--- config.mk ---
export PLATFORM = sky130hd
export DESIGN_NAME = icetap_jtag_master
export DESIGN_NICKNAME = d
export VERILOG_FILES = /design/src/rtl/icetap_jtag_master.sv
export SDC_FILE = /design/constraint.sdc
export NUM_CORES = 1
export LEC_CHECK = 0
export ABC_AREA = 1
export CORE_MARGIN = 1
export CORE_UTILIZATION = 60
export CTS_CLUSTER_SIZE = 25
export DETAILED_ROUTE_END_ITERATION = 16
export GPL_TIMING_DRIVEN = 0
export PLACE_DENSITY = 0.83
export SETUP_SLACK_MARGIN = 0.05
export SKIP_LAST_GASP = 1
export SLEW_MARGIN = 10
export SYNTH_ARGS = -nofsm -noshare
export SYNTH_HDL_FRONTEND = slang
export SYNTH_SLANG_ARGS = --single-unit
--- constraint.sdc ---
create_clock -name scan_clk -period 8.3 [get_ports scan_clk]
set_clock_uncertainty 0.2 [all_clocks]
set_input_delay 1.66 -clock scan_clk [delete_from_list [all_inputs] [get_ports scan_clk]]
set_output_delay 1.66 -clock scan_clk [all_outputs]
set_load 0.05 [all_outputs]
--- src/rtl/icetap_jtag_master.sv ---
// JTAG scan master for the icetap target: drives TCK/TMS/TDI from scan_clk,
// walks the TAP through an IR or DR scan per command and returns captured TDO.
module icetap_jtag_master #(
  parameter int MAX_BITS = 64,
  parameter int TCK_DIV  = 2
) (
  input  logic                          scan_clk,
  input  logic                          scan_reset_,
  input  logic                          cmd_valid,
  output logic                          cmd_ready,
  input  logic                          cmd_is_ir,
  input  logic [$clog2(MAX_BITS+1)-1:0] cmd_len,
  input  logic [MAX_BITS-1:0]           cmd_data,
  output logic                          rsp_valid,
  output logic [MAX_BITS-1:0]           rsp_data,
  output logic                          jtag_tck,
  output logic                          jtag_tms,
  output logic                          jtag_tdi,
  input  logic                          jtag_tdo
);

  localparam int LEN_W = $clog2(MAX_BITS + 1);
  localparam int IDX_W = $clog2(MAX_BITS + 7);
  localparam int BIT_W = (MAX_BITS > 1) ? $clog2(MAX_BITS) : 1;
  localparam int DIV_W = (TCK_DIV > 1) ? $clog2(TCK_DIV) : 1;

  localparam logic [DIV_W-1:0] DIV_LAST = DIV_W'(TCK_DIV - 1);

  localparam logic [1:0] S_INIT_RST = 2'd0;
  localparam logic [1:0] S_IDLE     = 2'd1;
  localparam logic [1:0] S_SCAN     = 2'd2;
  localparam logic [1:0] S_DONE     = 2'd3;

  logic [1:0]          state_q, state_d;
  logic                prep_q, prep_d;
  logic                act_q, act_d;
  logic [DIV_W-1:0]    div_q, div_d;
  logic [IDX_W-1:0]    idx_q, idx_d;
  logic                tck_q, tck_d;
  logic                tms_q, tms_d;
  logic                tdi_q, tdi_d;
  logic [MAX_BITS-1:0] cap_q, cap_d;
  logic                rsp_valid_q, rsp_valid_d;
  logic [MAX_BITS-1:0] rsp_data_q, rsp_data_d;

  logic                is_ir_q;
  logic [LEN_W-1:0]    len_q;
  logic [MAX_BITS-1:0] data_q;
  logic                load;
  logic [LEN_W-1:0]    len_c;

  logic                reset_seq;
  logic [IDX_W-1:0]    base, len_x, total, nxt_idx;
  logic                nxt_shift, cur_shift, nxt_tms, nxt_tdi;
  logic [BIT_W-1:0]    nxt_bit, cur_bit;

  // TMS for TCK index i: a 5x1,0 TAP reset walk, or the DR/IR scan path.
  function automatic logic tms_for(input logic [IDX_W-1:0] i, input logic rs,
                                   input logic ir, input logic [IDX_W-1:0] b,
                                   input logic [IDX_W-1:0] n);
    if (rs)         return (i < IDX_W'(5));
    if (i < b)      return (i == '0) || (ir && (i == IDX_W'(1)));
    if (i < b + n)  return (i == b + n - IDX_W'(1));
    return (i == b + n);
  endfunction

  assign len_c     = (cmd_len > LEN_W'(MAX_BITS)) ? LEN_W'(MAX_BITS) : cmd_len;
  assign reset_seq = (state_q == S_INIT_RST) || (len_q == '0);
  assign base      = is_ir_q ? IDX_W'(4) : IDX_W'(3);
  assign len_x     = IDX_W'(len_q);
  assign total     = reset_seq ? IDX_W'(6) : base + len_x + IDX_W'(2);
  assign nxt_idx   = act_q ? idx_q + IDX_W'(1) : '0;

  assign nxt_shift = !reset_seq && (nxt_idx >= base) && (nxt_idx < base + len_x);
  assign cur_shift = !reset_seq && (idx_q >= base) && (idx_q < base + len_x);
  assign nxt_bit   = BIT_W'(nxt_idx - base);
  assign cur_bit   = BIT_W'(idx_q - base);
  assign nxt_tms   = tms_for(nxt_idx, reset_seq, is_ir_q, base, len_x);
  assign nxt_tdi   = nxt_shift ? data_q[nxt_bit] : 1'b0;

  // NOTE: every _d gets its hold value first so no path leaves it unassigned (no latches).
  always_comb begin
    state_d     = state_q;
    prep_d      = prep_q;
    act_d       = act_q;
    div_d       = div_q;
    idx_d       = idx_q;
    tck_d       = tck_q;
    tms_d       = tms_q;
    tdi_d       = tdi_q;
    cap_d       = cap_q;
    rsp_valid_d = 1'b0;
    rsp_data_d  = rsp_data_q;
    load        = 1'b0;
    case (state_q)
      S_IDLE: begin
        if (cmd_valid) begin
          load    = 1'b1;
          state_d = S_SCAN;
          act_d   = 1'b0;
          prep_d  = 1'b0;
          cap_d   = '0;
        end
      end
      S_DONE: state_d = S_IDLE;
      default: begin
        // prep_q burns one extra cycle after reset so the first low phase
        // lines up with the one that follows a command accept.
        if (!act_q) begin
          if (prep_q) begin
            prep_d = 1'b0;
          end else begin
            act_d = 1'b1;
            idx_d = nxt_idx;
            div_d = '0;
            tms_d = nxt_tms;
            tdi_d = nxt_tdi;
          end
        end else if (div_q != DIV_LAST) begin
          div_d = div_q + DIV_W'(1);
        end else begin
          div_d = '0;
          if (!tck_q) begin
            tck_d = 1'b1;
            if (cur_shift) cap_d[cur_bit] = jtag_tdo;
          end else begin
            tck_d = 1'b0;
            if (idx_q == total - IDX_W'(1)) begin
              act_d = 1'b0;
              if (state_q == S_INIT_RST) begin
                state_d = S_IDLE;
              end else begin
                state_d     = S_DONE;
                rsp_valid_d = 1'b1;
                rsp_data_d  = cap_q;
              end
            end else begin
              idx_d = nxt_idx;
              tms_d = nxt_tms;
              tdi_d = nxt_tdi;
            end
          end
        end
      end
    endcase
  end

  always_ff @(posedge scan_clk) begin
    if (!scan_reset_) begin
      state_q     <= S_INIT_RST;
      prep_q      <= 1'b1;
      act_q       <= 1'b0;
      div_q       <= '0;
      idx_q       <= '0;
      tck_q       <= 1'b0;
      tms_q       <= 1'b1;
      tdi_q       <= 1'b0;
      cap_q       <= '0;
      rsp_valid_q <= 1'b0;
      rsp_data_q  <= '0;
    end else begin
      state_q     <= state_d;
      prep_q      <= prep_d;
      act_q       <= act_d;
      div_q       <= div_d;
      idx_q       <= idx_d;
      tck_q       <= tck_d;
      tms_q       <= tms_d;
      tdi_q       <= tdi_d;
      cap_q       <= cap_d;
      rsp_valid_q <= rsp_valid_d;
      rsp_data_q  <= rsp_data_d;
    end
  end

  // NOTE: the command payload has no reset; it is always loaded on accept before it is read.
  always_ff @(posedge scan_clk) begin
    if (load) begin
      is_ir_q <= cmd_is_ir;
      len_q   <= len_c;
      data_q  <= cmd_data;
    end
  end

  assign cmd_ready = (state_q == S_IDLE);
  assign rsp_valid = rsp_valid_q;
  assign rsp_data  = rsp_data_q;
  assign jtag_tck  = tck_q;
  assign jtag_tms  = tms_q;
  assign jtag_tdi  = tdi_q;

endmodule

# Word-level counts from Yosys, hierarchy flattened

Cells that the tools add are included.

Memory bits (writable): 0
Output and inout port bits: 69
Memories: 0
Flip-flop bits (word level): 216
Bits in read-only memories: 0
Logic and storage cells: 147
Latch bits: 0
Input port bits: 76

Equal/unequal tests: 13
$mul: 0
Bitwise operators: 8
Shifts and indexed selects: 0
Add/sub/neg operators: 8
Reduce and logical (&&, ||, !) cells: 29
Multiplexer cells: 65
Magnitude comparators: 10
Divide/modulo/power cells: 0

Operator list:

| cell                                                | number |
|---|---|
| two-way mux 64 bit                                  | 5 |
| case mux 64 bit (2 select lines)                    | 1 |
| bitwise mux 64 bit                                  | 1 |
| two-way mux 7 bit                                   | 7 |
| two-way mux 1 bit                                   | 39 |
| == test 7 bit                                       | 3 |
| greater-or-equal comparator 7 x 3 -> 1 bit          | 2 |
| logical NOT 7 bit                                   | 2 |
| < comparator 6 x 7 -> 1 bit (second input constant) | 2 |
| < comparator 7 bit                                  | 2 |
| subtractor 7 x 1 -> 7 bit (second input constant)   | 2 |
| two-way mux 2 bit                                   | 6 |
| AND reduction 6 bit                                 | 2 |
| nonzero test 3 bit                                  | 4 |
| subtractor 6 x 3 -> 6 bit                           | 2 |
| AND reduction 5 bit                                 | 2 |
| inequality test 2 bit (second input constant)       | 4 |
| inverter 1 bit                                      | 8 |
| adder 3 x 7 -> 7 bit                                | 1 |
| adder 7 x 1 -> 7 bit (second input constant)        | 1 |
| adder 7 x 2 -> 7 bit (second input constant)        | 1 |
| == test 7 x 1 -> 1 bit (second input constant)      | 1 |
| > comparator 7 bit (second input constant)          | 1 |
| < comparator 7 x 3 -> 1 bit                         | 1 |
| other kinds (20)                                    | 33 |

# Depth between registers and ports, before layout

Gate-level depths: netlist of the first run.

Word-level depth: 14
Mapped depth: 25
Depth with buffers taken out: 23

# Worst setup path before layout of the first run

Ideal clock, no wire load.

Kind: input to register
Start point: input port cmd_valid
End point: register data_q[0], enable pin
Path buffers: 0
Setup time: 0.426 ns
Arrival time: 3.121 ns
Data required time: 7.674 ns
Stages: 2
Path slack: 4.553 ns
Cell sequence: nand2_1 -> inv_1

Longest elaborated chain between the ends: 2

Ends and longest elaborated chain:

| element              | line | source |
|---|---|---|
| start, declared      | 9    | `input logic cmd_valid,` |
| two-way mux 1 bit    | 97   | `if (cmd_valid) begin` |
| two-way mux 1 bit    | 95   | `case (state_q)` |
| named net load       | 49   | `logic load;` |
| end signal, assigned | 181  | `data_q <= cmd_data;` |
| end, declared        | 48   | `logic [MAX_BITS-1:0] data_q;` |

The timed path passes the listed nets, and every way through them passes these cells.
A chain may end at the register's enable or synchronous reset.

# Final worst setup path of the first run

Start point: register is_ir_q
End point: register cap_q[62]

Longest elaborated chain between the ends: 12
Elaborated cells on any way between the ends: 20
Those cells by class: 2 x add/sub; 4 x order compare; 9 x mux; 5 x reduce/logical

Ends and longest elaborated chain:

| element                                                                                                                | line | source |
|---|---|---|
| start, declared                                                                                                        | 46   | `logic is_ir_q;` |
| start signal, assigned                                                                                                 | 179  | `is_ir_q <= cmd_is_ir;` |
| two-way mux 3 bit *                                                                                                    | 69   | `assign base = is_ir_q ? IDX_W'(4) : IDX_W'(3);` |
| subtractor 6 x 3 -> 6 bit                                                                                              | 77   | `assign cur_bit = BIT_W'(idx_q - base);` |
| < comparator 6 x 7 -> 1 bit (not written as such) / greater-or-equal comparator 6 x 1 -> 1 bit (equally long branches) | 125  | `if (cur_shift) cap_d[cur_bit] = jtag_tdo;` |
| logical AND 1 bit (not written as such)                                                                                | 125  |  |
| two-way mux 1 bit (not written as such)                                                                                | 125  |  |
| demux 1 bit (select 6 bit)                                                                                             | 125  |  |
| bitwise mux 64 bit                                                                                                     | 125  |  |
| two-way mux 64 bit                                                                                                     | 125  |  |
| two-way mux 64 bit                                                                                                     | 123  | `if (!tck_q) begin` |
| two-way mux 64 bit                                                                                                     | 119  | `end else if (div_q != DIV_LAST) begin` |
| two-way mux 64 bit                                                                                                     | 109  | `if (!act_q) begin` |
| case mux 64 bit (2 select lines)                                                                                       | 95   |  |
| end signal, assigned                                                                                                   | 170  | `cap_q <= cap_d;` |
| end, declared                                                                                                          | 42   | `logic [MAX_BITS-1:0] cap_q, cap_d;` |

Every way passes the cells marked *; elsewhere a longest branch is shown, timed or not. The select of a mux whose other input is x is not followed.

==> impl_metrics.ini, run 1 <==
[global_route]
first_global_vias = 9768
grt_max_degree = 73
grt_overflow_total = 0
grt.busiest_layer = met2
track_usage = 0.3088
grt_pass1_wl_um = 46250
grtUsageMet2 = 0.4897
use_met3 = 0.05592
grt_use_met1 = 0.4118
antenna_found_initial = 0

[sta]
whs_ns = 0.2609
timing_hold_violations_final = 0
slew_viol_final = 0
tightest_slew_ns = 0.8669
rsz0062_at_grt = no
fin_tns_setup_ns = 0
fmax_mhz = 208.7
period_needed_ns = 4.790
finalCritPeriodShare = 0.5772
finalSetupViolations = 0
max_slew_margin = 0.4176

[layout]
drive_above_1_share = 0.05163
syn_to_final_growth_pct = 23.15
fillers = 1393
diodes = 0
nets = 1780
post-route-cell-area_um2 = 13610

[worst_setup_path]
critical_path.endpoint_type = flop
crit_type = reg2reg
start_kind = flop
cp.arrival_ns = 5.04
critPathMaxFanout = 10
cp.required_ns = 8.55
reg2reg_slack_ns = 3.51

[route]
drtPass1Iterations = 7
via_count = 10530
ant_nets = 0
viasPerCell = 5.501
totalWireLength_um = 28950
first_iter_violations = 1001
drt-wirelength-per-cell_um = 15.12
drcViolationCount = 0

[synth]
synth_ff_type = dfxtp_1
synth_cell_type_count = 40
synth_edf_count = 72
synth_warnings = 0
synth_seq_area_share = 0.4564
ys_async_sr_fraction = 0
syn-cell-area_um2 = 11050
avgSynthCellArea_um2 = 7.374
synthesis.nets = 1611
netlist_instances = 1499
synth_seq_cells = 216

[cts]
cts_hold_buf = 0
cts.sinks = 216
htreeDepth = 1
post_cts_buffers = 0
cts-buffers-inserted = 23
root_buffer = clkbuf_16
clkLatencyLatePin_ns = 0.52
cts.clk_slew.worst_paths_ns = 0.06
tritoncts = done
postCtsResizedCells = 0
cts.path.max_buffers = 3

[flow_run]
maxCapViolCount = 0

[place]
routabilityCongestion = 0.9209
port-buffer-count = 143
postPlaceCellArea_um2 = 12800
dp_hpwl_um = 20620

[pwr]
powerDensity_nw_per_um2 = 185.7
p_leak_nw = 5.283
ir_worst_vdd_uv = 209.0
finalPower_mw = 2.528

[outcome]
status = finished clean

[floorplanning]
start_util = 0.6132
dieArea_um2 = 18970
coreArea_um2 = 18020
io_pins = 145
die_height_um = 137.7
die_w_um = 137.7
fp-row-count = 49

[hold_path]
holdCritPathClass = reg2reg
==> power by group <==
group | internal, mW | switching [mW] | total [mW]
logic | 0.108 | 0.218 | 0.326
clock network | 0.659 | 0.434 | 1.09
registers | 1.10 | 0.0102 | 1.11
total | 1.86 | 0.663 | 2.53
==> layout by cell type (no fill, tap or decap), drive strengths merged, types with 3 or more instances in the layout <==
master,synthesis,final
dfxtp,144,144
nor2,261,261
xor2,10,10
clkdlybuf4s50,0,143
a32oi,9,9
o211ai,7,7
buf,33,34
nor3,10,10
clkinv,3,7
clkbuf,42,74
ha,33,33
fa,3,3
nand2,410,410
edfxtp,72,72
o21ai,62,62
inv,147,150
bufinv,0,3
a32o,7,7
nand3,84,84
nand4,41,41
xnor2,7,7
nor4,5,5
a21oi,98,98
==> sequential cells by signal (all words and copies together) (netlist names) <==
| signal | cells |
|---|---|
| len_q | 7 |
| state_q | 2 |
| jtag_tms | 1 |
| rsp_data | 64 |
| act_q | 1 |
| jtag_tck | 1 |
| jtag_tdi | 1 |
| idx_q | 7 |
| div_q | 1 |
| is_ir_q | 1 |
| cap_q | 64 |
| prep_q | 1 |
| rsp_valid | 1 |
| data_q | 64 |
==> cell families (layout without fill, tap and decap cells) <==
family                     after synthesis  in the layout  synth area share
and+or+nand+nor                        814            814            0.3051
xor gates and xnor gates                17             17           0.01347
muxes                                    2              2          0.001811
AOI/OAI and AO/OA                      189            189           0.09463
adders and majority gates               36             36           0.04279
DFF                                    216            216            0.4564
buffers and inverters                  225            411           0.08580
==> Yosys cell counts, types with 6 or more instances <==
cell type,count,area share
a32oi_1,9,0.0071
nand4_1,40,0.023
dfxtp_1,144,0.26
xnor2_1,7,0.0055
a21oi_1,98,0.044
o211ai_1,7,0.0048
xor2_1,10,0.0079
ha_1,33,0.037
clkbuf_1,42,0.014
edfxtp_1,72,0.20
nand2_1,407,0.14
o21ai_0,61,0.028
buf_6,10,0.010
nor2_1,256,0.087
buf_1,8,0.0027
buf_2,11,0.0050
nand3_1,83,0.038
a32o_1,7,0.0063
nor3_1,6,0.0027
inv_1,142,0.048
==> cell type report <==
class                   count  area, µm²  share of cell area
multi-input cells        1058       5060              0.3717
flip-flops and latches    216       5045              0.3706
repair buffers            144       1459              0.1072
clock buffers              32      663.1             0.04872
inverters                 150      565.5             0.04155
plain buffers              75      385.4             0.02831
well taps                 229      286.5             0.02105
clock inverters            10      147.6             0.01085
==> stage by stage <==
stage	std cells	util	setup slack, ns
after floorplan	1499	-	4.553
after global placement	1871	0.7085	3.451
after detailed placement	1872	0.7102	3.689
after CTS	1914	0.7552	3.641
after global routing	1914	0.7552	3.153
final	1914	0.7552	3.510
==> layer usage <==
layer,wire length (µm),vias up
met5,0,-
met2,12840,473
met4,995,0
met1,12620,4781
met3,2492,84
li1,-,5190
==> critical path: stages, from the launching register on <==
cell,delay [ns]
edfxtp_1,0.53
inv_1,0.42
ha_1,0.34
inv_1,0.08
fa_1,0.39
inv_1,0.12
nand3_1,0.11
nand2_1,0.07
nand2_1,0.04
nand2_1,0.22
ha_1,0.31
a21oi_1,0.12
o21ai_0,0.09
a21oi_1,0.16
nand2_1,0.08
nand2_1,0.06
nand4_1,0.32
clkinv_1,0.22
buf_2,0.26
buf_2,0.28
nand4_1,0.13
a21oi_1,0.17
==> path summary, 6_finish.rpt <==
path / to / depth (start not counted) / start
max: cap_q[62] / 21 / is_ir_q
min: jtag_tms / 2 / jtag_tms
min reg2reg: jtag_tms / 2 / jtag_tms
max reg2reg: cap_q[62] / 21 / is_ir_q
Power figures use the tool's default switching activity.
==> run 2: changes to the inputs <==
--- a/config.mk
+++ b/config.mk
@@ -7,11 +7,11 @@
 export LEC_CHECK = 0
 export ABC_AREA = 1
 export CORE_MARGIN = 1
-export CORE_UTILIZATION = 60
+export CORE_UTILIZATION = 56
 export CTS_CLUSTER_SIZE = 25
 export DETAILED_ROUTE_END_ITERATION = 16
 export GPL_TIMING_DRIVEN = 0
-export PLACE_DENSITY = 0.83
+export PLACE_DENSITY = 0.78
 export SETUP_SLACK_MARGIN = 0.05
 export SKIP_LAST_GASP = 1
 export SLEW_MARGIN = 10
==> constraint.sdc (replaced) <==
create_clock -name scan_clk -period 4.69 [get_ports scan_clk]
set_clock_uncertainty 0.2 [all_clocks]
set_input_delay 0.938 -clock scan_clk [delete_from_list [all_inputs] [get_ports scan_clk]]
set_output_delay 0.938 -clock scan_clk [all_outputs]
set_load 0.05 [all_outputs]
==> run 2 against run 1 <==
Core utilization fell by 5.3 points. Non-clock buffer count rose by 4. Register-to-register slack got worse by 3.1 ns. First-iteration DRC count fell by 13%. Sequential power rose by 77%. Die area rose by 7.0%. Critical path depth did not move. Clock power rose by 63%. Sequential share of layout area did not move. Via count fell by 0.45%. Fmax rose by 13%. Critical path type unchanged. Largest cell class unchanged.
==> impl_metrics.ini, run 2 (synthesis gave the netlist of run 1 again) <==
[pwr]
switchingPower_mw = 1.131
ir_worst_vdd_uv = 327.9
powerDensity_nw_per_um2 = 317.4
clkPwrFrac = 0.413
p_seq_frac = 0.454
comb_power_share = 0.133
internal_power_mw = 3.189
p_sw_frac = 0.2619
p_leak_nw = 5.248

[layout]
drive_above_1_share = 0.05166
final_cell_mix = 407 x nand2_1, 256 x nor2_1, 144 x dfxtp_1, 143 x clkdlybuf4s50_1, 140 x inv_1
fillers = 1643
nets = 1784
diodes = 0
mostFrequentLayoutCell = nand2_1
syn_to_final_growth_pct = 23.15

[sta]
timing_hold_violations_final = 0
max_slew_margin = 0.3662
period_needed_ns = 4.234
slew_viol_final = 0
timing.final.ws_setup_ns = 0.4563
finalSetupViolations = 0
fmax_mhz = 236.2
rsz0062_at_grt = no
tightest_slew_ns = 0.9435
finalCritPeriodShare = 0.9027
fin_tns_setup_ns = 0

[cts]
root_buffer = clkbuf_16
tritoncts = done
cts.clk_slew.worst_paths_ns = 0.06
htreeDepth = 1
cts.path.max_buffers = 3
cts_hold_buf = 0
cts.sinks = 216
cts-buffers-inserted = 23
clkLatencyLatePin_ns = 0.51

[floorplanning]
fp-row-count = 51
io_pins = 145
die_height_um = 142.5
coreArea_um2 = 19400
die_w_um = 142.5
start_util = 0.5698
dieArea_um2 = 20300

[worst_setup_path]
cp.required_ns = 4.92
start_kind = flop
crit_type = reg2reg
critical_path.endpoint_type = flop
cp.arrival_ns = 4.46
critPathMaxFanout = 10

[route]
drtPass1Iterations = 6
ant_nets = 0
drt-wirelength-per-cell_um = 14.59
viasPerCell = 5.378
first_iter_violations = 868
totalWireLength_um = 28430
drcViolationCount = 0
via_count = 10480

[place]
routabilityCongestion = 0.9197
port-buffer-count = 143
dp_hpwl_um = 20750
place_ws_ns = 0.08846

[global_route]
grt_max_degree = 73
antenna_found_initial = 0
grt_overflow_total = 0
track_usage = 0.2851
grt_pass1_wl_um = 46230
first_global_vias = 9668

[outcome]
status = finished clean

[flow_run]
maxCapViolCount = 0

[hold_path]
holdCritPathClass = reg2reg
## run 2: changes by cell type in the layout (fill, tap and decap cells not counted), moves of 2 or more
cell        before  now
buf_4            4    8
clkinv_2         4    1
clkinv_4         0    2
clkinvlp_4       0    2
## run 2: per-layer routing
layer	share of wire	wire length, µm	global-route usage	vias to the layer above
met2	0.45	12930	0.4688	433
li1	-	-	-	5207
met3	0.083	2370	0.04812	55
met5	0	0	0	-
met1	0.44	12540	0.3872	4786
met4	0.021	585	0.07923	0
## run 2: final cells by class
cell class	instances	area, µm²	share of cell area
Inverter	150	569.3	0.04182
Tap cell	265	331.6	0.02436
Sequential cell	216	5045	0.3706
Buffer	75	386.6	0.02840
Clock buffer	30	631.9	0.04642
Multi-Input combinational cell	1058	5060	0.3717
Timing Repair Buffer	148	1489	0.1094
Clock inverter	7	98.84	0.007262
## run 2: per-stage QoR
step	instances	hold slack (ns)	total power [mW]	cell area [µm²]	util
2_1_floorplan	1499	0.2364	2.361	11050	-
3_3_place_gp	1907	0.2444	2.543	12820	0.6607
3_5_place_dp	1908	0.2553	2.557	12850	0.6622
4_1_cts	1945	0.2649	4.325	13580	0.7001
5_1_grt	1949	0.2823	4.471	13610	0.7017
6_report	1949	0.2633	4.320	13610	0.7017
## run 2: repair_timing
item,in CTS,in global routing
buffers inserted,0,4
endpoints found under the setup margin,8,94
endpoints found under the hold margin,0,0
resized for setup,2,0
## run 2: final timing paths
kind                                 from   endpoint  slack [ns]  depth (start not counted)
worst max-delay path              is_ir_q   cap_q[4]        0.46                         21
worst min-delay path            cap_q[30]  cap_q[30]        0.26                          2
worst max register to register    is_ir_q   cap_q[4]        0.46                         21
worst min register to register  cap_q[30]  cap_q[30]        0.26                          2
## run 2: power groups by stage
stage | logic, mW | registers (mW) | clock network [mW]
floorplan | 0.356 | 2.00 | 0
detailed placement | 0.557 | 2.00 | 0
CTS | 0.561 | 1.96 | 1.80
global route | 0.632 | 1.96 | 1.88
global placement | 0.542 | 2.00 | 0
finish | 0.575 | 1.96 | 1.78
## run 2: critical path, cell delays in order (launching register included)
cell	delay, ns
edfxtp_1	0.56
clkinvlp_4	0.17
ha_1	0.24
inv_1	0.08
fa_1	0.40
inv_1	0.13
nand3_1	0.11
nand2_1	0.07
nand2_1	0.05
nand2_1	0.20
ha_1	0.30
a21oi_1	0.11
o21ai_0	0.10
a21oi_1	0.15
nand2_1	0.08
nand2_1	0.07
nand4_1	0.09
buf_4	0.17
clkinv_1	0.10
clkbuf_1	0.42
nand3_1	0.15
a21oi_1	0.20
